**src/rtl/alu_stage_ctrl_pkg.sv**
```systemverilog
// Shared definitions for the multicycle execute-stage controller, its
// decoder and the ALU: opcodes, ALU operation codes, instruction classes
// and the controller state encoding.
package alu_stage_ctrl_pkg;

  // Primary opcodes (Instr[31:26])
  localparam logic [5:0] OP_RTYPE = 6'b100000;
  localparam logic [5:0] OP_LI    = 6'b111000;
  localparam logic [5:0] OP_ADDI  = 6'b110000;
  localparam logic [5:0] OP_ANDI  = 6'b110010;
  localparam logic [5:0] OP_ORI   = 6'b110011;
  localparam logic [5:0] OP_LW    = 6'b001111;
  localparam logic [5:0] OP_SW    = 6'b011111;
  localparam logic [5:0] OP_BEQ   = 6'b000000;
  localparam logic [5:0] OP_BNE   = 6'b000001;
  localparam logic [5:0] OP_B     = 6'b111111;

  // ALU operation codes
  localparam logic [3:0] ALU_ADD = 4'b0000;
  localparam logic [3:0] ALU_SUB = 4'b0001;
  localparam logic [3:0] ALU_AND = 4'b0010;
  localparam logic [3:0] ALU_OR  = 4'b0011;

  // Instruction classes produced by the decoder
  typedef enum logic [2:0] {
    CLS_R,
    CLS_I,
    CLS_MEM,
    CLS_BRANCH,
    CLS_ILLEGAL
  } op_class_e;

  // Controller states
  typedef enum logic [3:0] {
    ST_RESET,
    ST_FETCH,
    ST_DECODE,
    ST_EXEC_R,
    ST_EXEC_I,
    ST_ADDR,
    ST_MEM,
    ST_WB,
    ST_BRANCH
  } state_e;

  // Branch resolution: unconditional b, or beq/bne qualified by the ALU zero flag
  function automatic logic branch_taken(input logic [5:0] opcode, input logic zero);
    return (opcode == OP_B) ||
           ((opcode == OP_BEQ) && zero) ||
           ((opcode == OP_BNE) && !zero);
  endfunction

endpackage

```
**src/rtl/alu_stage_ctrl_decode.sv**
```systemverilog
// Combinational instruction decoder: maps opcode/func to the instruction
// class and the ALU-stage controls the FSM presents while executing it.
module alu_ctrl_decode
  import alu_stage_ctrl_pkg::*;
#(
  parameter int OPW = 6,
  parameter int FNW = 6
) (
  input  logic [OPW-1:0] opcode,
  input  logic [FNW-1:0] func,
  output op_class_e      op_class,
  output logic [3:0]     alu_func,
  output logic           alu_bin_sel,
  output logic           rf_b_sel
);

  // Only the low four func bits select the ALU operation
  logic unused_func_hi;
  assign unused_func_hi = ^func[FNW-1:4];

  // Opcode table: class plus the ALU controls used in EXEC/ADDR/MEM/WB/BRANCH
  always_comb begin
    op_class    = CLS_ILLEGAL;
    alu_func    = ALU_ADD;
    alu_bin_sel = 1'b0;
    rf_b_sel    = 1'b0;
    case (opcode)
      OP_RTYPE: begin
        op_class = CLS_R;
        alu_func = func[3:0];
      end
      OP_LI, OP_ADDI: begin
        op_class    = CLS_I;
        alu_func    = ALU_ADD;
        alu_bin_sel = 1'b1;
        rf_b_sel    = 1'b1;
      end
      OP_ANDI: begin
        op_class    = CLS_I;
        alu_func    = ALU_AND;
        alu_bin_sel = 1'b1;
        rf_b_sel    = 1'b1;
      end
      OP_ORI: begin
        op_class    = CLS_I;
        alu_func    = ALU_OR;
        alu_bin_sel = 1'b1;
        rf_b_sel    = 1'b1;
      end
      OP_LW, OP_SW: begin
        op_class    = CLS_MEM;
        alu_func    = ALU_ADD;
        alu_bin_sel = 1'b1;
        rf_b_sel    = 1'b1;
      end
      OP_BEQ, OP_BNE, OP_B: begin
        op_class = CLS_BRANCH;
        alu_func = ALU_SUB;
      end
      default: begin
        op_class = CLS_ILLEGAL;
      end
    endcase
  end

endmodule

```
**src/rtl/alu_stage_ctrl.sv**
```systemverilog
// Multicycle control FSM for the execute datapath. Sequences fetch, decode,
// execute, memory and write-back one instruction at a time, waiting on the
// instruction/data memory handshakes with a bounded wait counter.
module alu_stage_ctrl
  import alu_stage_ctrl_pkg::*;
#(
  parameter int OPW         = 6,
  parameter int FNW         = 6,
  parameter int MEM_TIMEOUT = 15
) (
  input  logic        Clk,
  input  logic        Reset_n,
  input  logic [31:0] Instr,
  input  logic        ALU_zero,
  input  logic        IMem_ready,
  input  logic        DMem_ack,
  output logic        IR_LdEn,
  output logic        PC_LdEn,
  output logic        PC_sel,
  output logic        IMem_req,
  output logic        DMem_req,
  output logic        DMem_WrEn,
  output logic        RF_WrEn,
  output logic        RF_WrData_sel,
  output logic        RF_B_sel,
  output logic        ALU_Bin_sel,
  output logic [3:0]  ALU_func,
  output logic        Illegal_op,
  output logic        Mem_err
);

  localparam logic [3:0] TIMEOUT_CNT = 4'(MEM_TIMEOUT);

  state_e          state, next_state;
  logic [3:0]      wait_cnt;
  logic            mem_timeout;
  logic            waiting;

  logic [OPW-1:0]  opcode;
  logic [FNW-1:0]  func;
  op_class_e       op_class;
  logic [3:0]      dec_alu_func;
  logic            dec_alu_bin_sel;
  logic            dec_rf_b_sel;
  logic            is_load;
  logic            is_store;
  logic            taken;

  // Register fields between opcode and func are datapath-only
  logic unused_instr_mid;
  assign unused_instr_mid = ^Instr[31-OPW:FNW];

  assign opcode   = Instr[31:32-OPW];
  assign func     = Instr[FNW-1:0];
  assign is_load  = (opcode == OP_LW);
  assign is_store = (opcode == OP_SW);
  assign taken    = branch_taken(opcode, ALU_zero);

  alu_ctrl_decode #(
    .OPW(OPW),
    .FNW(FNW)
  ) u_decode (
    .opcode      (opcode),
    .func        (func),
    .op_class    (op_class),
    .alu_func    (dec_alu_func),
    .alu_bin_sel (dec_alu_bin_sel),
    .rf_b_sel    (dec_rf_b_sel)
  );

  assign mem_timeout = (wait_cnt == TIMEOUT_CNT);
  assign waiting     = (IMem_req && !IMem_ready) || (DMem_req && !DMem_ack);

  // State register; reset is synchronous and wins over any handshake in flight
  always_ff @(posedge Clk) begin
    if (!Reset_n) begin
      state <= ST_RESET;
    end else begin
      state <= next_state;
    end
  end

  // Wait counter: counts stalled request cycles, restarts on every state change or timeout
  always_ff @(posedge Clk) begin
    if (!Reset_n) begin
      wait_cnt <= 4'd0;
    end else if ((next_state != state) || Mem_err) begin
      wait_cnt <= 4'd0;
    end else if (waiting) begin
      wait_cnt <= wait_cnt + 4'd1;
    end
  end

  // Next-state and output decode; handshake-dependent enables are Mealy
  always_comb begin
    next_state    = state;
    IR_LdEn       = 1'b0;
    PC_LdEn       = 1'b0;
    PC_sel        = 1'b0;
    IMem_req      = 1'b0;
    DMem_req      = 1'b0;
    DMem_WrEn     = 1'b0;
    RF_WrEn       = 1'b0;
    RF_WrData_sel = 1'b0;
    RF_B_sel      = 1'b0;
    ALU_Bin_sel   = 1'b0;
    ALU_func      = 4'b0000;
    Illegal_op    = 1'b0;
    Mem_err       = 1'b0;
    unique case (state)
      ST_RESET: begin
        next_state = ST_FETCH;
      end
      ST_FETCH: begin
        if (mem_timeout) begin
          Mem_err = 1'b1;
        end else begin
          IMem_req = 1'b1;
          if (IMem_ready) begin
            IR_LdEn    = 1'b1;
            PC_LdEn    = 1'b1;
            next_state = ST_DECODE;
          end
        end
      end
      ST_DECODE: begin
        unique case (op_class)
          CLS_R:      next_state = ST_EXEC_R;
          CLS_I:      next_state = ST_EXEC_I;
          CLS_MEM:    next_state = ST_ADDR;
          CLS_BRANCH: next_state = ST_BRANCH;
          default: begin
            Illegal_op = 1'b1;
            next_state = ST_FETCH;
          end
        endcase
      end
      ST_EXEC_R, ST_EXEC_I: begin
        ALU_Bin_sel = dec_alu_bin_sel;
        ALU_func    = dec_alu_func;
        next_state  = ST_WB;
      end
      ST_ADDR: begin
        ALU_Bin_sel = dec_alu_bin_sel;
        ALU_func    = dec_alu_func;
        next_state  = ST_MEM;
      end
      ST_MEM: begin
        ALU_Bin_sel = dec_alu_bin_sel;
        ALU_func    = dec_alu_func;
        if (mem_timeout) begin
          Mem_err    = 1'b1;
          next_state = ST_FETCH;
        end else begin
          DMem_req  = 1'b1;
          DMem_WrEn = is_store;
          if (DMem_ack) begin
            next_state = is_store ? ST_FETCH : ST_WB;
          end
        end
      end
      ST_WB: begin
        RF_WrEn       = 1'b1;
        RF_B_sel      = dec_rf_b_sel;
        RF_WrData_sel = is_load;
        ALU_Bin_sel   = dec_alu_bin_sel;
        ALU_func      = dec_alu_func;
        next_state    = ST_FETCH;
      end
      ST_BRANCH: begin
        ALU_Bin_sel = dec_alu_bin_sel;
        ALU_func    = dec_alu_func;
        if (taken) begin
          PC_LdEn = 1'b1;
          PC_sel  = 1'b1;
        end
        next_state = ST_FETCH;
      end
      default: begin
        next_state = ST_RESET;
      end
    endcase
  end

endmodule

```
**config.mk**
```make
export PLATFORM = sky130hd
export DESIGN_NAME = alu_stage_ctrl
export DESIGN_NICKNAME = d
export VERILOG_FILES = /design/src/rtl/alu_stage_ctrl_pkg.sv /design/src/rtl/alu_stage_ctrl_decode.sv /design/src/rtl/alu_stage_ctrl.sv
export SDC_FILE = /design/constraint.sdc
export NUM_CORES = 1
export LEC_CHECK = 0
export ABC_AREA = 0
export CAP_MARGIN = 20
export CORE_MARGIN = 5
export CORE_UTILIZATION = 38
export CTS_CLUSTER_SIZE = 40
export DETAILED_ROUTE_END_ITERATION = 7
export HOLD_SLACK_MARGIN = 0.1
export PLACE_DENSITY = 0.92
export SYNTH_ARGS = -nofsm -noshare
export SYNTH_HDL_FRONTEND = slang
export SYNTH_HIERARCHICAL = 1
export SYNTH_SLANG_ARGS = --single-unit
```
**constraint.sdc**
```tcl
create_clock -name Clk -period 8.97 [get_ports Clk]
set_input_delay 2.691 -clock Clk [delete_from_list [all_inputs] [get_ports Clk]]
set_output_delay 2.691 -clock Clk [all_outputs]
set_load 0.01 [all_outputs]
```
# Word level (Yosys, flattened, before mapping)
# Cells that the tools add are included.
# totals
out_inout_bits,16
elab_cells,80
input_bits,37
register_bits,8
# op_classes
addsub,1
n_reduce_logical,24
n_bitwise,1
n_mux,30
eq_ne,22
# ops
operator,n
$eq A6 B6 Y1 const B,6
$pmux W4 S4,2
$pmux W4 S6,1
$mux W4,5
$mux W1,19
$eq A4 B3 Y1 const B,4
$pmux W3 S4,1
$reduce_or A6 Y1,2
$eq A4 B2 Y1 const B,2
$eq A4 B4 Y1 const B,2
$reduce_or A2 Y1,4
$reduce_or A4 Y1,2
$eq A3 B2 Y1 const B,2
$eq A6 B1 Y1 const B,1
$eq A6 B4 Y1 const B,1
$eq A6 B5 Y1 const B,1
$logic_not A6 Y1,1
$reduce_or A3 Y1,2
$add A4 B1 Y4 const B,1
$eq A4 B1 Y1 const B,1
$logic_and A1 B1 Y1,4
$logic_not A4 Y1,1
$logic_or A1 B1 Y1,4
$ne A4 B4 Y1,1
other kinds (6),8

# Depth between registers and ports, before layout
# logic_depth
word_depth,9
mapped_depth,8

# Hierarchy
# The synthesis kept the hierarchy.
# modules_own_cells
mod,cells_per_inst,instances,area_each_um2
alu_stage_ctrl,96,1,721.9
alu_ctrl_decode,23,1,180.2

# Worst setup path before layout
# OpenSTA, ideal clock, no wires.
# synth_path
path_type,input -> output
start,in Instr[29]
end,out Illegal_op
t_arrival_ns,4.023
n_path_buf,0
setup_slack_ns,2.256
stages,5
t_required_ns,6.279
cell_sequence,nand3_1 > o22ai_1 > a2111oi_0 > inv_1 > nor2_1
# synth_via
elab_chain_cells,7
word_cells_on_any_way,21
classes_between,12 x eq/ne; 3 x mux; 6 x reduce/logical
# synth_lines
element,line_no,text
start: declaration,alu_stage_ctrl.sv:13,"input logic [31:0] Instr,"
"$eq A6 B6 Y1, or another cell as far along",alu_stage_ctrl_decode.sv:27,case (opcode)
"$reduce_or A4 Y1 (no line), or another cell as far along",--,
$pmux W3 S4 *,alu_stage_ctrl_decode.sv:27,
net op_class[2],alu_stage_ctrl.sv:41,op_class_e op_class;
"$eq A3 B2 Y1, or another cell as far along",alu_stage_ctrl.sv:127,unique case (op_class)
$reduce_or A4 Y1 (no line) *,--,
$mux W1 *,alu_stage_ctrl.sv:127,
$mux W1 *,alu_stage_ctrl.sv:110,unique case (state)
end: declaration,alu_stage_ctrl.sv:28,"output logic Illegal_op,"
# Mark *: on every way through the listed nets, which the timed path passes. The rest lies on a longest branch.

# Worst setup path after layout
# layout_path
start,in Instr[27]
end,out PC_LdEn
# layout_via
elab_chain_cells,6
word_cells_on_any_way,9
classes_between,2 x eq/ne; 2 x mux; 5 x reduce/logical
# layout_lines
element,line_no,text
$logic_not A6 Y1,alu_stage_ctrl_pkg.sv:49,((opcode == OP_BEQ) && zero) ||
$logic_and A1 B1 Y1,alu_stage_ctrl_pkg.sv:49,
$logic_or A1 B1 Y1,alu_stage_ctrl_pkg.sv:48,return (opcode == OP_B) ||
$logic_or A1 B1 Y1 *,alu_stage_ctrl_pkg.sv:49,
$mux W1 *,alu_stage_ctrl.sv:173,if (taken) begin
$pmux W1 S2 *,alu_stage_ctrl.sv:110,
end: declaration,alu_stage_ctrl.sv:18,"output logic PC_LdEn,"
# Every way passes the cells marked *; elsewhere a longest branch is shown, timed or not.

==> implementation parameters <==
Parameter                              Value

Run status
  Result of the run ... completed

Hold path
  WHS Path Cells ... 2
  Hold Path Origin ... wait_cnt[1]
  Worst Hold Class ... reg -> reg
  Worst hold endpoint ... wait_cnt[1]

Place
  Setup Slack @ Placement ... 1310 ps
  Half-perimeter wire length of the detailed placement result ... ~1.9 mm
  Weighted congestion reported at the end of routability-driven placement ... 0.788
  Count of buffers from port buffering ... 30

Final layout
  Layout cell share with drive strength beyond 1 ... 10.9%
  Antenna diodes ... 0
  Synth-to-Final Area Change ... 36.8%
  Total number of nets in the final design ... 187
  Number of filler cells placed in the layout ... 223

Floorplan
  Placeable Area ... 2230 sq um
  Number of top-level pins ... 53
  Initial Util ... 40.4%
  Horiz. Die Dim ... 58.7 um
  Die H ... 58.7 um
  Die area ... around 3400 sq um
  Number of placement rows ... 17

Setup path
  CP most frequent cell ... sky130_fd_sc_hd__clkdlybuf4s50_1
  Worst-case reg-to-reg path depth ... 5
  Cell at the slowest stage of the critical path ... sky130_fd_sc_hd__clkdlybuf4s50_1
  CP required ... around 6300 ps
  Reg-to-Reg End ... wait_cnt[1]
  Launch point of the worst reg-to-reg path ... state[1]
  Arrival time at the worst endpoint ... around 5000 ps
  Highest cell delay on the worst timing path ... 600 ps
  Cell breakdown of the critical path ... clkdlybuf4s50_1, or4_1, nor3_1, a31oi_1, nor2_1, or2_2, clkdlybuf4s50_1
  Category of the most critical setup path ... in -> out
  Startpoint kind of the worst setup timing path ... input port
  Category of the worst setup path capture point ... output port
  Critical Path Fanout Max ... 11
  Slack of the worst reg-to-reg path ... 6720 ps

Clocking
  Total CTS buffers ... 3
  Post CTS Setup Buffer Count ... 0
  TritonCTS clock tree ... yes
  Worst-case clock buffer depth ... 2
  Post-cts sizing count ... 0
  Number of buffers added to fix hold violations after cts ... 0
  Clock latency on the worst-skew pair ... roughly 260 ps
  Clock transition at path regs ... approximately 50 ps
  CTS sink cnt ... 8
  CTS H-tree lvls ... 1
  Clock root buffer master ... sky130_fd_sc_hd__clkbuf_4

Global routing
  Global-route wire length before repair ... ~3.9 mm
  Total grt overflow ... 0
  Initial antenna violation count ... 0
  Pin count of the biggest net entering global routing ... 15
  Number of global-route vias before repair ... between 900 and 1k
  Combined global-route utilization of all metal layers ... between 10% and 20%

Drt
  First-pass iteration count of the detailed router ... 4
  Vias/cell ... 5.85
  Drc violations ... 0
  DRC marker count from the first detailed-route iteration ... 25
  Final wirelength ... about 2.5 mm
  Remaining number of nets flagged by the antenna check after routing ... 0
  WL per Instance ... 14.4 um
  Via count ... around 1.0k

Power
  Power after layout ... between 100 and 150 uW
  Leakage power of the design ... 0.474 nW
  Maximum ir drop on the vdd rail ... 0.0654 mV
  Power per unit of standard cell area ... 86.4 nW/um^2

Yosys
  Summed instance area of the synthesized netlist ... ~900 sq um
  Seq/Total Area, Yosys ... ~18%
  Synth cell types ... 52
  Ys async rst share ... 0%
  Number of enable flip-flop cells after synthesis ... 0
  Synth Warn # ... 6
  Total nets after synthesis ... approximately 160
  Mean instance size in the synthesized netlist ... about 7.6 sq um
  Main flop type after synthesis ... sky130_fd_sc_hd__dfxtp_1
  Gate Count Post-Synth ... 119
  Flip-flop and latch count after synthesis ... 8

Timing
  Setup repair after global routing missed its margin ... false
  Final worst-path cycle share ... 85.5%
  Fin worst setup slack ... between 1000 and 1500 ps
  Maximum clock frequency ... 130 MHz
  Endpoints failing setup ... 0
  Worst-case hold slack ... 540 ps
  Clock skew after layout ... 5.36 ps
  Final Hold Fails ... 0
  Clock period minus worst slack ... between 7000 and 8000 ps
  Accumulated negative setup slack ... 0 ps
  Number of pins exceeding their max-slew limit in the final report ... 0
  Max-Slew Margin vs Limit ... 52.0%
  Worst Max-Slew Pin Slew ... 710 ps

Job
  Max-capacitance violation count ... 0
==> flip-flops by register name (all words and copies together), names as in the netlist <==
signal    flops
state         4
wait_cnt      4
==> cell usage after synthesis (2+ instances only) <==
| cell type | number | area share, % |
|---|---|---|
| sky130_fd_sc_hd__nand2_1 | 5 | 2.1 |
| sky130_fd_sc_hd__or3_1 | 2 | 1.4 |
| sky130_fd_sc_hd__nor4_1 | 2 | 1.4 |
| sky130_fd_sc_hd__inv_1 | 4 | 1.7 |
| sky130_fd_sc_hd__and3_1 | 2 | 1.4 |
| sky130_fd_sc_hd__o31ai_1 | 2 | 1.7 |
| sky130_fd_sc_hd__or4_1 | 2 | 1.7 |
| sky130_fd_sc_hd__nand3b_1 | 2 | 1.7 |
| sky130_fd_sc_hd__nand3_1 | 4 | 2.2 |
| sky130_fd_sc_hd__nor3b_1 | 3 | 2.5 |
| sky130_fd_sc_hd__clkbuf_1 | 3 | 1.2 |
| sky130_fd_sc_hd__o21ai_0 | 7 | 3.9 |
| sky130_fd_sc_hd__and2_2 | 2 | 1.7 |
| sky130_fd_sc_hd__or2_2 | 3 | 2.1 |
| sky130_fd_sc_hd__a21oi_1 | 3 | 1.7 |
| sky130_fd_sc_hd__and2_1 | 6 | 4.2 |
| sky130_fd_sc_hd__xnor2_1 | 3 | 2.9 |
| sky130_fd_sc_hd__nor2_1 | 13 | 5.4 |
| sky130_fd_sc_hd__a21o_1 | 2 | 1.7 |
| sky130_fd_sc_hd__mux2i_1 | 2 | 2.2 |
| sky130_fd_sc_hd__nor3_1 | 5 | 2.8 |
| sky130_fd_sc_hd__o311a_1 | 2 | 2.2 |
| sky130_fd_sc_hd__xor2_1 | 3 | 2.9 |
| sky130_fd_sc_hd__dfxtp_1 | 8 | 18 |
| sky130_fd_sc_hd__nand4_1 | 2 | 1.4 |
==> worst max-delay path, delay by kind of cell <==
kind / cells / cell delay, ps
and+or+nand+nor: 4 / 1060
buffers and inverters: 2 / 1130
AOI/OAI and AO/OA: 1 / 80
==> stage by stage <==
| stage | std cells | cell area, sq um | util (%) |
|---|---|---|---|
| 2_1_floorplan | 119 | 902 | - |
| 3_3_place_gp | 172 | 1210 | 54.2 |
| 3_5_place_dp | 172 | 1210 | 54.2 |
| 4_1_cts | 175 | 1230 | 55.2 |
| 5_1_grt | 175 | 1230 | 55.2 |
| 6_report | 175 | 1230 | 55.2 |
==> kinds of logic after synthesis <==
group                      after synthesis  share of synthesized area (%)
and+or+nand+nor                         64                           45.1
AOI/OAI and AO/OA                       28                           22.3
buffers and inverters                   10                           5.41
DFF                                      8                           17.8
xor gates and xnor gates                 6                           5.83
muxes                                    2                           2.22
adders and majority gates                1                           1.39
==> worst max path at each step <==
| stage | from | end | slack [ps] |
|---|---|---|---|
| floorplan | Instr[29] | Illegal_op | 2260 |
| global placement | Instr[27] | PC_LdEn | 1360 |
| detailed placement | Instr[27] | PC_LdEn | 1310 |
| CTS | Instr[27] | PC_LdEn | 1310 |
| global route | Instr[31] | Illegal_op | 1170 |
| finish | Instr[27] | PC_LdEn | 1300 |
==> cells in the final DEF, fill, tap and decap left out, types with 2 or more instances in the layout <==
master / count
sky130_fd_sc_hd__clkdlybuf4s50_1: 30
sky130_fd_sc_hd__nor2_1: 13
sky130_fd_sc_hd__dfxtp_1: 8
sky130_fd_sc_hd__o21ai_0: 7
sky130_fd_sc_hd__and2_1: 6
sky130_fd_sc_hd__nor3_1: 5
sky130_fd_sc_hd__nand2_1: 5
sky130_fd_sc_hd__inv_1: 4
sky130_fd_sc_hd__nand3_1: 4
sky130_fd_sc_hd__xnor2_1: 3
sky130_fd_sc_hd__nor3b_1: 3
sky130_fd_sc_hd__or2_2: 3
sky130_fd_sc_hd__a21oi_1: 3
sky130_fd_sc_hd__xor2_1: 3
sky130_fd_sc_hd__clkbuf_4: 3
sky130_fd_sc_hd__or4_1: 2
sky130_fd_sc_hd__and3_1: 2
sky130_fd_sc_hd__or3_1: 2
sky130_fd_sc_hd__o311a_1: 2
sky130_fd_sc_hd__o31ai_1: 2
sky130_fd_sc_hd__nand4_1: 2
sky130_fd_sc_hd__nand3b_1: 2
sky130_fd_sc_hd__mux2i_1: 2
sky130_fd_sc_hd__nor4_1: 2
sky130_fd_sc_hd__and2_2: 2
sky130_fd_sc_hd__a21o_1: 2
==> metal layers <==
metal / share of wire, % / vias to the layer above / global-route usage, % / wire [um]
li1: - / 513 / - / -
met1: 43 / 466 / 16.8 / 1080
met2: 48 / 39 / 24.6 / 1200
met3: 7.9 / 5 / 2.19 / 199
met4: 1.6 / 0 / 6.47 / 39
met5: 0 / - / 0 / 0
==> report_power, final <==
group,switching [mW],total (mW),internal (mW)
Combinational,0.0170,0.0371,0.0201
Clock,0.0125,0.0278,0.0153
Sequential,0.00457,0.0417,0.0371
Total,0.0341,0.107,0.0726
==> cell type report <==
type	count	area, sq um	share of cell area (%)
well taps	28	35.0	2.84
inverters	4	15.0	1.22
multi-input cells	101	693	56.2
clock buffers	3	22.5	1.83
flip-flops and latches	8	160	13.0
repair buffers	31	308	24.9
Note: power is estimated with default switching activity, not from simulation.
